===== config.mk =====
export PLATFORM = sky130hd
export DESIGN_NAME = seven_seg_scan_driver
export DESIGN_NICKNAME = d
export VERILOG_FILES = /design/src/rtl/seven_seg_scan_driver.sv
export SDC_FILE = /design/constraint.sdc
export NUM_CORES = 1
export LEC_CHECK = 0
export BUFFER_PORTS_ARGS = -buffer_cell sky130_fd_sc_hd__clkbuf_2
export CORE_AREA = 2 2 107 109
export CTS_BUF_LIST = sky130_fd_sc_hd__clkbuf_2
export DETAILED_ROUTE_END_ITERATION = 6
export DIE_AREA = 0 0 109 111
export GPL_TIMING_DRIVEN = 0
export PLACE_DENSITY = 0.64
export SYNTH_ARGS = -nofsm -noshare
export SYNTH_HDL_FRONTEND = slang
export SYNTH_SLANG_ARGS = --single-unit

===== constraint.sdc =====
create_clock -name clk -period 2.9 [get_ports clk]
set_clock_uncertainty 0.05 [all_clocks]
set_input_delay 0.58 -clock clk [delete_from_list [all_inputs] [get_ports clk]]
set_output_delay 0.58 -clock clk [all_outputs]
set_load 0.02 [all_outputs]

===== src/rtl/seven_seg_scan_driver.sv =====
// seven_seg_scan_driver: multiplexed common-anode seven-segment scanner with
// double-buffered loads, hex/BCD decode, leading-zero blanking, blink and PWM.
// Ports:
//   clk            system clock
//   reset          asynchronous active-low reset
//   digits         4 bits per digit, digit i in [4i+3:4i], digit 0 leftmost
//   dp_in          decimal point per digit, 1 = lit
//   blink_mask     1 = digit blinks
//   load           strobe capturing digits, dp_in and blink_mask
//   lz_en          leading-zero blanking enable
//   brightness     0 = 1/16 duty .. 15 = full duty
//   display_en     0 forces all anodes off
//   seg_out        {g,f,e,d,c,b,a}, active-low
//   dp_out         decimal point, active-low
//   anode          one-hot active-low digit select
//   update_pending a load is captured but not yet displayed
//   frame_start    one-cycle pulse when the scan wraps to digit 0
module seven_seg_scan_driver #(
    parameter int NUM_DIGITS   = 4,
    parameter int DIV_BITS     = 18,
    parameter int BLINK_FRAMES = 32,
    parameter int HEX_MODE     = 0
) (
    input  logic                    clk,
    input  logic                    reset,
    input  logic [4*NUM_DIGITS-1:0] digits,
    input  logic [NUM_DIGITS-1:0]   dp_in,
    input  logic [NUM_DIGITS-1:0]   blink_mask,
    input  logic                    load,
    input  logic                    lz_en,
    input  logic [3:0]              brightness,
    input  logic                    display_en,
    output logic [6:0]              seg_out,
    output logic                    dp_out,
    output logic [NUM_DIGITS-1:0]   anode,
    output logic                    update_pending,
    output logic                    frame_start
);
    localparam int IW = $clog2(NUM_DIGITS);
    localparam int BW = (BLINK_FRAMES > 1) ? $clog2(BLINK_FRAMES) : 1;
    localparam logic [IW-1:0] LAST_IDX = IW'(NUM_DIGITS - 1);
    localparam logic [BW-1:0] LAST_BLINK = BW'(BLINK_FRAMES - 1);
    localparam bit HEX = (HEX_MODE != 0);

    logic [DIV_BITS-1:0]     prescaler;
    logic [IW-1:0]           idx;
    logic [BW-1:0]           blink_cnt;
    logic                    blink_phase;
    logic [4*NUM_DIGITS-1:0] pend_digits, act_digits;
    logic [NUM_DIGITS-1:0]   pend_dp, act_dp, pend_blink, act_blink;
    logic [NUM_DIGITS-1:0]   lz_mask;
    logic                    run, tick, frame_bnd, blink_off, blank, lit;
    logic [3:0]              cur;

    function automatic logic [6:0] decode(input logic [3:0] v);
        case (v)
            4'h0: decode = 7'b1000000;
            4'h1: decode = 7'b1111001;
            4'h2: decode = 7'b0100100;
            4'h3: decode = 7'b0110000;
            4'h4: decode = 7'b0011001;
            4'h5: decode = 7'b0010010;
            4'h6: decode = 7'b0000010;
            4'h7: decode = 7'b1111000;
            4'h8: decode = 7'b0000000;
            4'h9: decode = 7'b0010000;
            4'hA: decode = HEX ? 7'b0001000 : 7'b1111111;
            4'hB: decode = HEX ? 7'b0000011 : 7'b1111111;
            4'hC: decode = HEX ? 7'b1000110 : 7'b1111111;
            4'hD: decode = HEX ? 7'b0100001 : 7'b1111111;
            4'hE: decode = HEX ? 7'b0000110 : 7'b1111111;
            default: decode = HEX ? 7'b0001110 : 7'b1111111;
        endcase
    endfunction

    // lz_mask[i] is set while digits 0..i are all zero; the rightmost digit is never masked
    always_comb begin
        lz_mask = '0;
        run = 1'b1;
        for (int i = 0; i < NUM_DIGITS - 1; i++) begin
            run = run & (act_digits[4*i +: 4] == 4'd0);
            lz_mask[i] = run;
        end
    end

    assign tick      = &prescaler;
    assign frame_bnd = tick && (idx == LAST_IDX);
    assign cur       = act_digits[{idx, 2'b00} +: 4];
    assign blink_off = blink_phase & act_blink[idx];
    assign blank     = blink_off | (lz_en & lz_mask[idx]);
    // prescaler == 0 keeps the anode dark for the first cycle of every slot
    assign lit       = display_en && (prescaler[DIV_BITS-1 -: 4] <= brightness) && (prescaler != '0);

    always_ff @(posedge clk or negedge reset) begin
        if (!reset) begin
            prescaler      <= '0;
            idx            <= '0;
            blink_cnt      <= '0;
            blink_phase    <= 1'b0;
            pend_digits    <= '0;
            pend_dp        <= '0;
            pend_blink     <= '0;
            act_digits     <= '0;
            act_dp         <= '0;
            act_blink      <= '0;
            update_pending <= 1'b0;
            seg_out        <= 7'b1111111;
            dp_out         <= 1'b1;
            anode          <= '1;
            frame_start    <= 1'b0;
        end else begin
            prescaler   <= prescaler + DIV_BITS'(1);
            frame_start <= frame_bnd;
            if (tick)
                idx <= (idx == LAST_IDX) ? '0 : idx + IW'(1);
            if (load) begin
                pend_digits <= digits;
                pend_dp     <= dp_in;
                pend_blink  <= blink_mask;
            end
            // a load landing on the boundary bypasses the pending buffer
            if (frame_bnd && load) begin
                act_digits     <= digits;
                act_dp         <= dp_in;
                act_blink      <= blink_mask;
                update_pending <= 1'b0;
            end else if (frame_bnd && update_pending) begin
                act_digits     <= pend_digits;
                act_dp         <= pend_dp;
                act_blink      <= pend_blink;
                update_pending <= 1'b0;
            end else if (load) begin
                update_pending <= 1'b1;
            end
            if (frame_bnd) begin
                blink_cnt <= (blink_cnt == LAST_BLINK) ? '0 : blink_cnt + BW'(1);
                if (blink_cnt == LAST_BLINK)
                    blink_phase <= ~blink_phase;
            end
            seg_out <= blank ? 7'b1111111 : decode(cur);
            dp_out  <= ~(act_dp[idx] & ~blink_off);
            anode   <= lit ? ~(NUM_DIGITS'(1) << idx) : '1;
        end
    end
endmodule


-- Word-level counts from Yosys, hierarchy flattened
Memories as Yosys holds them, arrays and structs flattened.
Index checks and enable logic that the tools add are counted.
- bits in writable memories: 0
- memories kept: 1
- bits in registers: 88
- memory bits (read-only): 112
- output and inout port bits: 14
- bits in latches: 0
- shift operators: 2
- magnitude comparators: 2
- bitwise logic cells: 10
- mux-type cells: 19
- reduce and logical (&&, ||, !) cells: 13
- div/mod/pow operators: 0
- add/subtract/negate cells: 3
- $mul: 0
- equal/unequal tests: 2
- memories (memory ; depth ; bits a word ; rd ports ; clocked after Yosys merged registers in ; write ports ; line ; text):
    (no name shown) ; 16 ; 7 ; 1 ; 0 ; 0 ; 56 ; case (v)
- operators by type and width (kind ; count):
    $mux 16 ; 2
    $mux 4 ; 5
    $add 18x1->18 const B ; 1
    $reduce_and 18->1 ; 1
    $reduce_bool 18->1 ; 1
    $shiftx 16x5->4 ; 1
    $logic_not 4->1 ; 3
    $mux 7 ; 1
    $bmux 1 s2 ; 3
    $mux 1 ; 6
    $add 5x1->5 const B ; 1
    $and 1x1->1 ; 5
    $eq 5x5->1 const B ; 1
    $logic_and 1x1->1 ; 5
    $mux 5 ; 1
    $le 4x4->1 ; 1
    $not 4->4 ; 1
    $shl 1x2->4 const A ; 1
    $lt 2x3->1 const B ; 1
    $not 1->1 ; 3
    $reduce_bool 3->1 ; 1
    $add 2x1->2 const B ; 1
    $eq 2x2->1 const B ; 1
    $mux 2 ; 1
    3 further kinds ; 3

-- Depth between registers and ports, before layout
Gate-level depths: netlist (run 1).
- depth in word-level cells: 8
- depth in mapped cells: 8
- mapped depth without buffers: 7

-- Worst setup path before layout (run 1)
OpenSTA, ideal clock, no wires.
- path type: register to register
- start point: reg prescaler[3]
- end point: reg act_digits[10]
- setup slack: 856 ps
- required time: 2725 ps
- clock period less this slack: 2044 ps
- stages on the path, launching flop included: 8
- arrival: 1869 ps
- cell sequence: dfrtp_1 nand4_2 nor4_4 nand3_4 clkinv_2 o21ai_2 buf_6 mux2_4
- longest elaborated chain between the ends: 4
- ends and longest elaborated chain (what ; line ; text):
    start: declaration ; 45 ; logic [DIV_BITS-1:0] prescaler;
    start signal: assignment ; 112 ; prescaler <= prescaler + DIV_BITS'(1);
    $reduce_and 18->1 (*) ; 86 ; assign tick = &prescaler;
    $logic_and 1x1->1 (*) ; 87 ; assign frame_bnd = tick && (idx == LAST_IDX);
    $logic_and 1x1->1, on equally long branches ; 122, 127 ;
    $mux 16 / $reduce_bool 2->1 (equally long branches) ; n/a ;
    end signal: assignment ; 123 ; act_digits <= digits;
    end signal: assignment ; 128 ; act_digits <= pend_digits;
    end: declaration ; 49 ; logic [4*NUM_DIGITS-1:0] pend_digits, act_digits;
Every way passes the cells marked *; elsewhere a longest branch is shown, timed or not.
A chain may end at the register's enable or synchronous reset.

-- Worst setup path in the final report (run 1)
- start point: reg prescaler[3]
- end point: reg act_dp[1]
- longest elaborated chain between the ends: 4
- ends and longest elaborated chain (what ; line ; text):
    $reduce_and 18->1 (*) ; 86 ;
    $logic_and 1x1->1 (*) ; 87 ;
    $logic_and 1x1->1, on equally long branches ; 122, 127 ;
    $mux 4 / $reduce_bool 2->1 (equally long branches) ; n/a ;
    end signal: assignment ; 124 ; act_dp <= dp_in;
    end signal: assignment ; 129 ; act_dp <= pend_dp;
    end: declaration ; 50 ; logic [NUM_DIGITS-1:0] pend_dp, act_dp, pend_blink, act_blink;
Marked as above.

==> impl_metrics.json, run 1 <==
{
  "clock_sinks": 88,
  "synth_area_mm2": 0.00426,
  "drtIter0Drc": 225,
  "port_buffers": 46,
  "synth_top_area_frac": 0.446,
  "clkLatencyLatePin_ns": 0.55,
  "final_max_slew_viol_count": 0,
  "synth.distinct_cells": 42,
  "drt_wl_total_um": 8490,
  "instances_no_fill": 576,
  "min_path_type": "in -> reg",
  "std_cell_rows": 39,
  "crit_family": "simple AND/OR/NAND/NOR gates",
  "path_cells": "nand4_2 -> nor4_4 -> nand3_4 -> clkinv_2 -> o21ai_2 -> buf_6 -> mux2_4",
  "cts_tree": "yes",
  "clk_pin_slew_worst_paths_ns": 0.23,
  "worst_slew_pin_slew_ns": 0.607,
  "die_x_um": 109,
  "die-area_mm2": 0.0121,
  "end_kind": "flip-flop",
  "grtUsageTotal": 0.154,
  "cp_slowest_cell": "nor4_4",
  "diodes": 0,
  "vias_per_cell": 5.10,
  "outcome": "complete, no violations",
  "nNetsFinal": 479,
  "synthArstFlopShare": 1.00,
  "p_leak_nw": 2.30,
  "io_pins": 47,
  "cts_buffers": 9,
  "critPathRequiredTime_ns": 3.29,
  "syn_inst": 370,
  "coreArea_mm2": 0.0111,
  "power_density_mw_per_mm2": 402,
  "period_needed_ns": 2.41,
  "detail-route-antenna-nets": 0,
  "timing.setup.tns_ns": 0,
  "setup_viol": 0,
  "grt_pass1_wl_um": 14700,
  "worstSetupPathType": "reg -> reg",
  "max_stage_delay_ns": 0.60,
  "ys_ff_latch": 88,
  "fin_util": 0.432,
  "ys_top_cells_by_area": "dfrtp_1 (45%), dfstp_2 (7.4%), mux2_2 (7.1%), ha_1 (5.0%), nor2_1 (4.5%)",
  "rsz0062_at_grt": "no",
  "grt_max_degree": 54,
  "clockBufferDepth": 2,
  "worst_setup_path_start_kind": "flip-flop",
  "firstDrtPassIters": 4,
  "maxCapViolCount": 0,
  "avgRoutedWirePerCell_um": 14.7,
  "drcViolationCount": 0,
  "ys_seq_area_frac": 0.520,
  "antenna_found_initial": 0,
  "crit_arrival_ns": 2.80,
  "pre_cts_ws_ns": 0.520,
  "finalCritPeriodShare": 0.831,
  "yosys.area.top_type": "dfrtp_1",
  "dp_hpwl_um": 6200,
  "grt_pass1_vias": 3011,
  "root_buffer": "clkbuf_2",
  "max_freq_mhz": 415,
  "place_congestion": 0.803,
  "ys_warn_count": 0,
  "syn_nets": 420,
  "overflow": 0,
  "drive_gt1_frac": 0.282,
  "crit_buf_inv": 2,
  "relSlewSlack": 0.596,
  "power_mw": 1.92,
  "syn_area_per_cell_um2": 11.5,
  "start_util": 0.385,
  "die_h_um": 111,
  "cp_max_fo": 10,
  "htree_num_levels": 3,
  "hold_violations": 0,
  "vias": 2937,
  "ys.flop_type": "dfrtp_1",
  "cts-resized-gates": 0,
  "regToRegSetupSlack_ns": 0.49,
  "synth-edff-count": 0,
  "dpl.cell_count": 560,
  "irDropWorstVdd_mv": 0.143,
  "worst_slack_ns": 0.491,
  "synthToLayoutAreaGrowth_pct": 12.3
}
## cell usage after synthesis (11+ instances only)
| cell | number |
|---|---|
| ha_1 | 17 |
| dfstp_2 | 12 |
| and3b_1 | 11 |
| nand2_1 | 17 |
| nand3_1 | 12 |
| xnor2_1 | 11 |
| nor2_1 | 51 |
| a31oi_1 | 12 |
| inv_1 | 17 |
| o22ai_1 | 14 |
| mux2_2 | 27 |
| dfrtp_1 | 76 |
## state kept, by name (all words and copies together), names as in the netlist
name / flops
prescaler: 18
act_digits: 16
pend_digits: 16
seg_out: 7
blink_cnt: 5
act_blink: 4
act_dp: 4
anode: 4
pend_blink: 4
pend_dp: 4
idx: 2
blink_phase: 1
dp_out: 1
frame_start: 1
update_pending: 1
## path summary, 6_finish.rpt
path,start,to,cells after the start
max,prescaler[3],act_dp[1],7
min,digits[12],pend_digits[12],2
max reg2reg,prescaler[3],act_dp[1],7
min reg2reg,prescaler[0],prescaler[0],1
max in group asynchronous,reset,pend_blink[3],3
min in group asynchronous,reset,prescaler[15],2
## cells by family (layout without fill, tap and decap cells)
family / after synthesis / in the layout / synth area share
AND/OR/NAND/NOR: 123 / 123 / 0.152
flip-flops: 88 / 88 / 0.520
AO/OA/AOI/OAI: 47 / 47 / 0.0678
multiplexers: 45 / 45 / 0.143
buffers and inverters: 33 / 96 / 0.0317
adder cells (fa/ha/maj): 17 / 17 / 0.0499
XOR/XNOR: 17 / 17 / 0.0349
## repair_timing
action,in CTS,in global routing
hold endpoints to repair,23,0
hold buffers,1,0
buffers inserted,0,0
## layer usage
layer | share of wire | global-route usage
met5 | 0 | 0
met4 | 0.013 | 0.0513
met3 | 0.043 | 0.0376
met2 | 0.48 | 0.238
met1 | 0.46 | 0.213
## layout by cell type, fill, tap and decap left out, types with 2 or more instances in the layout
cell type | synthesis | layout
a31oi_1 | 12 | 12
nand4_1 | 6 | 6
and3b_1 | 11 | 11
clkbuf_2 | 0 | 55
inv_1 | 17 | 17
nand3b_1 | 3 | 3
nand2_1 | 17 | 17
mux2i_1 | 2 | 2
xnor2_1 | 11 | 11
a21oi_1 | 6 | 6
o21a_1 | 2 | 2
o22ai_1 | 14 | 14
o21ai_0 | 9 | 9
clkinv_1 | 0 | 3
nor3_1 | 2 | 2
mux2_2 | 27 | 27
nand3_1 | 12 | 12
xor2_1 | 6 | 6
dfrtp_1 | 76 | 76
mux2_4 | 10 | 10
and3_1 | 6 | 6
buf_1 | 2 | 2
dfstp_2 | 12 | 12
ha_1 | 17 | 17
clkbuf_1 | 10 | 10
mux4_2 | 6 | 6
clkinv_2 | 1 | 2
nor4_1 | 6 | 6
buf_2 | 2 | 2
nor2_1 | 51 | 51
## final cells by class
class | instances | area (um^2)
multi-input cells | 249 | 1910
fillers | 1050 | 6290
well taps | 143 | 179
clock buffers | 10 | 50.0
plain buffers | 15 | 66.3
flip-flops and latches | 88 | 2220
repair buffers | 48 | 270
clock inverters | 5 | 25.0
inverters | 18 | 68.8
## power breakdown
part | switching (mW) | total, mW | leakage (nW) | internal (mW)
registers | 0.0117 | 1.28 | 1.11 | 1.27
clock network | 0.400 | 0.504 | 0.0543 | 0.104
logic | 0.0725 | 0.136 | 1.13 | 0.0637
total | 0.484 | 1.92 | 2.30 | 1.44
## through the flow
| step | hold slack, ns | instance area (um^2) |
|---|---|---|
| after detailed placement | 0.414 | 4700 |
| after CTS | 0.187 | 4790 |
| after floorplan | 0.234 | 4260 |
| after global placement | 0.406 | 4670 |
| after global routing | 0.156 | 4790 |
| final | 0.217 | 4790 |
No activity file was read; power rests on OpenSTA's default activity.
==> inputs of run 2 (changes only) <==
- clock period: 2.9 -> 2.5 ns (I/O delays scaled with it)
==> run 2 against run 1 <==
Net effect: flip-flop and latch count unchanged; final area up 0.31%; non-clock buffer count up 2; utilization up 0.14 points; clock power up 16%; first-iteration DRC count up 3.6%; maximum frequency up 2.6%.
==> impl_metrics.json, run 2 (synthesis gave the netlist of run 1 again) <==
{
  "clkLatencyLatePin_ns": 0.55,
  "crit_family": "simple AND/OR/NAND/NOR gates",
  "dpl.cell_count": 560,
  "coreArea_mm2": 0.0111,
  "hold_violations": 0,
  "root_buffer": "clkbuf_2",
  "rsz0062_at_grt": "no",
  "nFillCells": 1051,
  "maxCapViolCount": 0,
  "p_leak_nw": 2.31,
  "reg_top3": "prescaler (18), act_digits (16), pend_digits (16)",
  "grt_max_degree": 54,
  "fin_area_mm2": 0.00480,
  "worst_slew_pin_slew_ns": 0.607,
  "port_buffers": 46,
  "vias": 2940,
  "worstSetupPathType": "reg -> reg",
  "clockBufferDepth": 2,
  "drive_gt1_frac": 0.285,
  "setup_viol": 0,
  "antenna_found_initial": 0,
  "relSlewSlack": 0.595,
  "synthToLayoutAreaGrowth_pct": 12.7,
  "cp_slowest_cell": "dfrtp_1",
  "largest_reg_flops": 18,
  "irDropWorstVdd_mv": 0.165,
  "fin_util": 0.433,
  "clk_pin_slew_worst_paths_ns": 0.23,
  "crit_buf_inv": 3,
  "path_cells": "ha_1 -> nand3_1 -> nor4_4 -> buf_4 -> nand3_4 -> clkinv_2 -> o21ai_2 -> buf_6 -> mux2_4",
  "regMostFlops": "prescaler",
  "outcome": "complete, no violations",
  "diodes": 0,
  "grtUsageTotal": 0.154,
  "firstDrtPassIters": 4,
  "multi_input_area_mm2": 0.00191,
  "rr_startpoint": "prescaler[0]",
  "finalCritPeriodShare": 0.939,
  "clock_sinks": 88,
  "period_needed_ns": 2.35,
  "cp_max_fo": 10,
  "worst_setup_path_start_kind": "flip-flop",
  "critical_path.startpoint": "prescaler[0]",
  "dp_hpwl_um": 6200,
  "start_util": 0.385,
  "grt_pass1_vias": 3011,
  "layout_common_cells": "dfrtp_1 (76), clkbuf_2 (55), nor2_1 (51)",
  "regToRegSetupSlack_ns": 0.15,
  "drt_wl_total_um": 8560,
  "vias_per_cell": 5.09,
  "htree_num_levels": 3,
  "drtIter0Drc": 233,
  "end_kind": "flip-flop",
  "min_path_type": "in -> reg",
  "drcViolationCount": 0,
  "die_x_um": 109,
  "die-area_mm2": 0.0121,
  "cts_tree": "yes",
  "std_cell_rows": 39,
  "max_stage_delay_ns": 0.43,
  "critPathRequiredTime_ns": 2.89,
  "seq_area_mm2": 0.00222,
  "power_density_mw_per_mm2": 465,
  "final_common_cell": "dfrtp_1",
  "instances_no_fill": 578,
  "detail-route-antenna-nets": 0,
  "min_from": "digits[8]",
  "cts_buffers": 9,
  "die_h_um": 111,
  "placed_cell_area_mm2": 0.00470,
  "nNetsFinal": 481,
  "overflow": 0,
  "place_congestion": 0.803,
  "final_max_slew_viol_count": 0,
  "max_freq_mhz": 426,
  "grt_pass1_wl_um": 14700,
  "crit_arrival_ns": 2.74,
  "io_pins": 47,
  "avgRoutedWirePerCell_um": 14.8
}
run 2: cell count changes in the layout (fill, tap and decap cells not counted), sizes merged:
cell	change
buf	+2
run 2: path summary, 6_finish.rpt:
check / endpoint / depth (start not counted)
hold / removal: pend_digits[8] / 2
min in group asynchronous: prescaler[15] / 2
max in group asynchronous: pend_digits[11] / 3
setup reg to reg: act_dp[1] / 9
hold reg to reg: blink_cnt[4] / 2
setup / recovery: act_dp[1] / 9
run 2: stage by stage:
step | power, mW | setup TNS (ns) | setup slack, ns | hold WS [ns]
2_1_floorplan | 1.59 | 0 | 0.456 | 0.154
3_3_place_gp | 1.66 | -6.57 | -0.0901 | 0.406
3_5_place_dp | 1.67 | 0 | 0.120 | 0.414
4_1_cts | 2.26 | 0 | 0.0551 | 0.107
5_1_grt | 2.34 | 0 | 0.0532 | 0.0756
6_report | 2.23 | 0 | 0.151 | 0.137
run 2: what timing repair did:
action / in CTS / in global routing
setup endpoints to repair: 0 / 10
endpoints found under the hold margin: 23 / 0
hold buffers: 1 / 0
buffers inserted: 0 / 2
gates resized for setup: 0 / 0
run 2: per-layer routing:
metal  track usage  routed length (um)  share of wire  up-vias
met1         0.213                3940           0.46     1453
li1              -                   -              -     1429
met2         0.238                4170           0.49       47
met4        0.0513                 113          0.013        0
met5             0                   0              0        -
met3        0.0376                 341          0.040       11
run 2: worst reg2reg max path: stages, from the launching register on:
cell      delay, ns
dfrtp_1        0.43
ha_1           0.26
nand3_1        0.17
nor4_4         0.29
buf_4          0.20
nand3_4        0.13
clkinv_2       0.14
o21ai_2        0.09
buf_6          0.18
mux2_4         0.30
run 2: where the power goes:
| group | switching, mW | internal [mW] |
|---|---|---|
| logic | 0.0842 | 0.0739 |
| registers | 0.0138 | 1.47 |
| clock network | 0.467 | 0.121 |
run 2: final cells by class:
class | count | area share
plain buffers | 15 | 0.0138
clock buffers | 10 | 0.0104
repair buffers | 50 | 0.0594
flip-flops and latches | 88 | 0.462
multi-input cells | 249 | 0.398
well taps | 143 | 0.0373
inverters | 18 | 0.0143
clock inverters | 5 | 0.00521
==> inputs of run 3 (changes only) <==
- CORE_AREA: 2 2 107 109 -> 2 2 88 90
- DIE_AREA: 0 0 109 111 -> 0 0 90 92
- PLACE_DENSITY: 0.64 -> 0.86
==> run 3 against run 2 <==
Net effect: flip-flop and latch count stayed put; final area is 0.13% lower; wire length is 2.2% higher; clock power is 27% higher; sequential share of layout area is 0.060 points higher; maximum frequency is 0.22% lower; total power is 7.3% higher; via count is 4.6% higher; global-route usage is 7.1 points higher.
==> impl_metrics.json, run 3 (synthesis gave the netlist of run 1 again) <==
{
  "clkLatencyLatePin_ns": 0.58,
  "hold_slack_ns": 0.105,
  "die_h_um": 92,
  "io_pins": 47,
  "reg_top3": "prescaler (18), act_digits (16), pend_digits (16)",
  "dp_hpwl_um": 6340,
  "grtUsageTotal": 0.226,
  "die-area_mm2": 0.00828,
  "port_buffers": 46,
  "p_leak_nw": 2.32,
  "irDropWorstVdd_mv": 0.438,
  "synthToLayoutAreaGrowth_pct": 12.5,
  "place_congestion": 0.873,
  "grt_max_degree": 64,
  "nNetsFinal": 481,
  "max_stage_delay_ns": 0.44,
  "finalCritPeriodShare": 0.941,
  "pre_cts_ws_ns": 0.126,
  "power_density_mw_per_mm2": 500,
  "cp_max_fo": 10,
  "relSlewSlack": 0.560,
  "detail-route-antenna-nets": 0,
  "std_cell_rows": 32,
  "fin_util": 0.644,
  "crit_arrival_ns": 2.77,
  "firstDrtPassIters": 5,
  "overflow": 0,
  "largest_reg_flops": 18,
  "cp_slowest_cell": "dfrtp_1",
  "gr-usage-met1": 0.285,
  "layout_common_cells": "dfrtp_1 (76), clkbuf_2 (55), nor2_1 (51)",
  "start_util": 0.572,
  "grt_pass1_wl_um": 14700,
  "worst_slew_pin_slew_ns": 0.660,
  "vias": 3076,
  "worstSetupPathType": "reg -> reg",
  "final_common_cell": "dfrtp_1",
  "use_met2": 0.370,
  "critPathRequiredTime_ns": 2.92,
  "min_from": "digits[2]",
  "clock_sinks": 88,
  "end_kind": "flip-flop",
  "critical_path.startpoint": "prescaler[0]",
  "coreArea_mm2": 0.00745,
  "htree_num_levels": 3,
  "cts_buffers": 9,
  "clk_pin_slew_worst_paths_ns": 0.27,
  "rr_startpoint": "prescaler[0]",
  "die_x_um": 90,
  "diodes": 0,
  "instances_no_fill": 538,
  "min_path_type": "in -> reg",
  "maxCapViolCount": 0,
  "outcome": "complete, no violations",
  "drcViolationCount": 0,
  "path_cells": "ha_1 -> nand3_1 -> nor4_4 -> buf_4 -> nand3_4 -> clkinv_2 -> o21ai_2 -> buf_6 -> mux2_4",
  "grt_pass1_vias": 3023,
  "hold_violations": 0,
  "setup_viol": 0,
  "root_buffer": "clkbuf_2",
  "nFillCells": 566,
  "cts_tree": "yes",
  "vias_per_cell": 5.72,
  "timing.setup.tns_ns": 0,
  "clockBufferDepth": 2,
  "worst_setup_path_start_kind": "flip-flop",
  "period_needed_ns": 2.35,
  "regMostFlops": "prescaler",
  "top_usage_layer": "met2",
  "drtIter0Drc": 170,
  "dpl.cell_count": 519,
  "worst_slack_ns": 0.146,
  "grtUsageMet3": 0.0485,
  "avgRoutedWirePerCell_um": 16.3,
  "final_max_slew_viol_count": 0,
  "max_freq_mhz": 425,
  "drt_wl_total_um": 8750,
  "antenna_found_initial": 0,
  "drive_gt1_frac": 0.294
}
-- run 3: worst paths after layout --
kind	cells past startpoint	slack, ns	end
max	9	0.15	act_digits[6]
min	2	0.10	pend_digits[2]
max reg2reg	9	0.15	act_digits[6]
min reg2reg	1	0.44	prescaler[0]
max in group asynchronous	3	1.44	anode[3]
min in group asynchronous	2	0.32	pend_digits[15]
-- run 3: layout make-up --
class                      instances  area [um^2]  area share
sequential                        88         2220       0.462
multi-input combinational        249         1910       0.398
timing repair buffer              50          285      0.0595
tap                              102          128      0.0266
clock inverter                     6         70.1      0.0146
inverter                          18         68.8      0.0144
buffer                            15         66.3      0.0138
clock buffer                      10         50.0      0.0104
-- run 3: layer usage --
layer | wire length, um | share of wire
met5 | 0 | 0
met4 | 290 | 0.033
met3 | 464 | 0.053
met2 | 4290 | 0.49
met1 | 3710 | 0.42
-- run 3: what timing repair did --
item,CTS,global route
setup buffers,0,2
gates resized for setup,0,0
hold buffers,1,0
endpoints found under the hold margin,17,0
setup endpoints to repair,0,16
-- run 3: power by group --
part	switching (mW)	internal, mW	leakage (nW)
Clock	0.509	0.239	0.0648
Sequential	0.0156	1.48	1.11
Combinational	0.0849	0.0740	1.14
-- run 3: critical path, delay by kind of cell (launching register included) --
family / cells / cell delay (ns)
buf+inv: 3 / 0.52
simple gates: 3 / 0.58
fa+ha+maj: 1 / 0.25
mux: 1 / 0.30
flops: 1 / 0.44
compound gates: 1 / 0.09
-- run 3: per-stage QoR --
step	instance area (um^2)	total power [mW]
2_1_floorplan	4260	1.59
3_3_place_gp	4620	1.66
3_5_place_dp	4650	1.68
4_1_cts	4780	2.41
5_1_grt	4790	2.50
6_report	4790	2.40
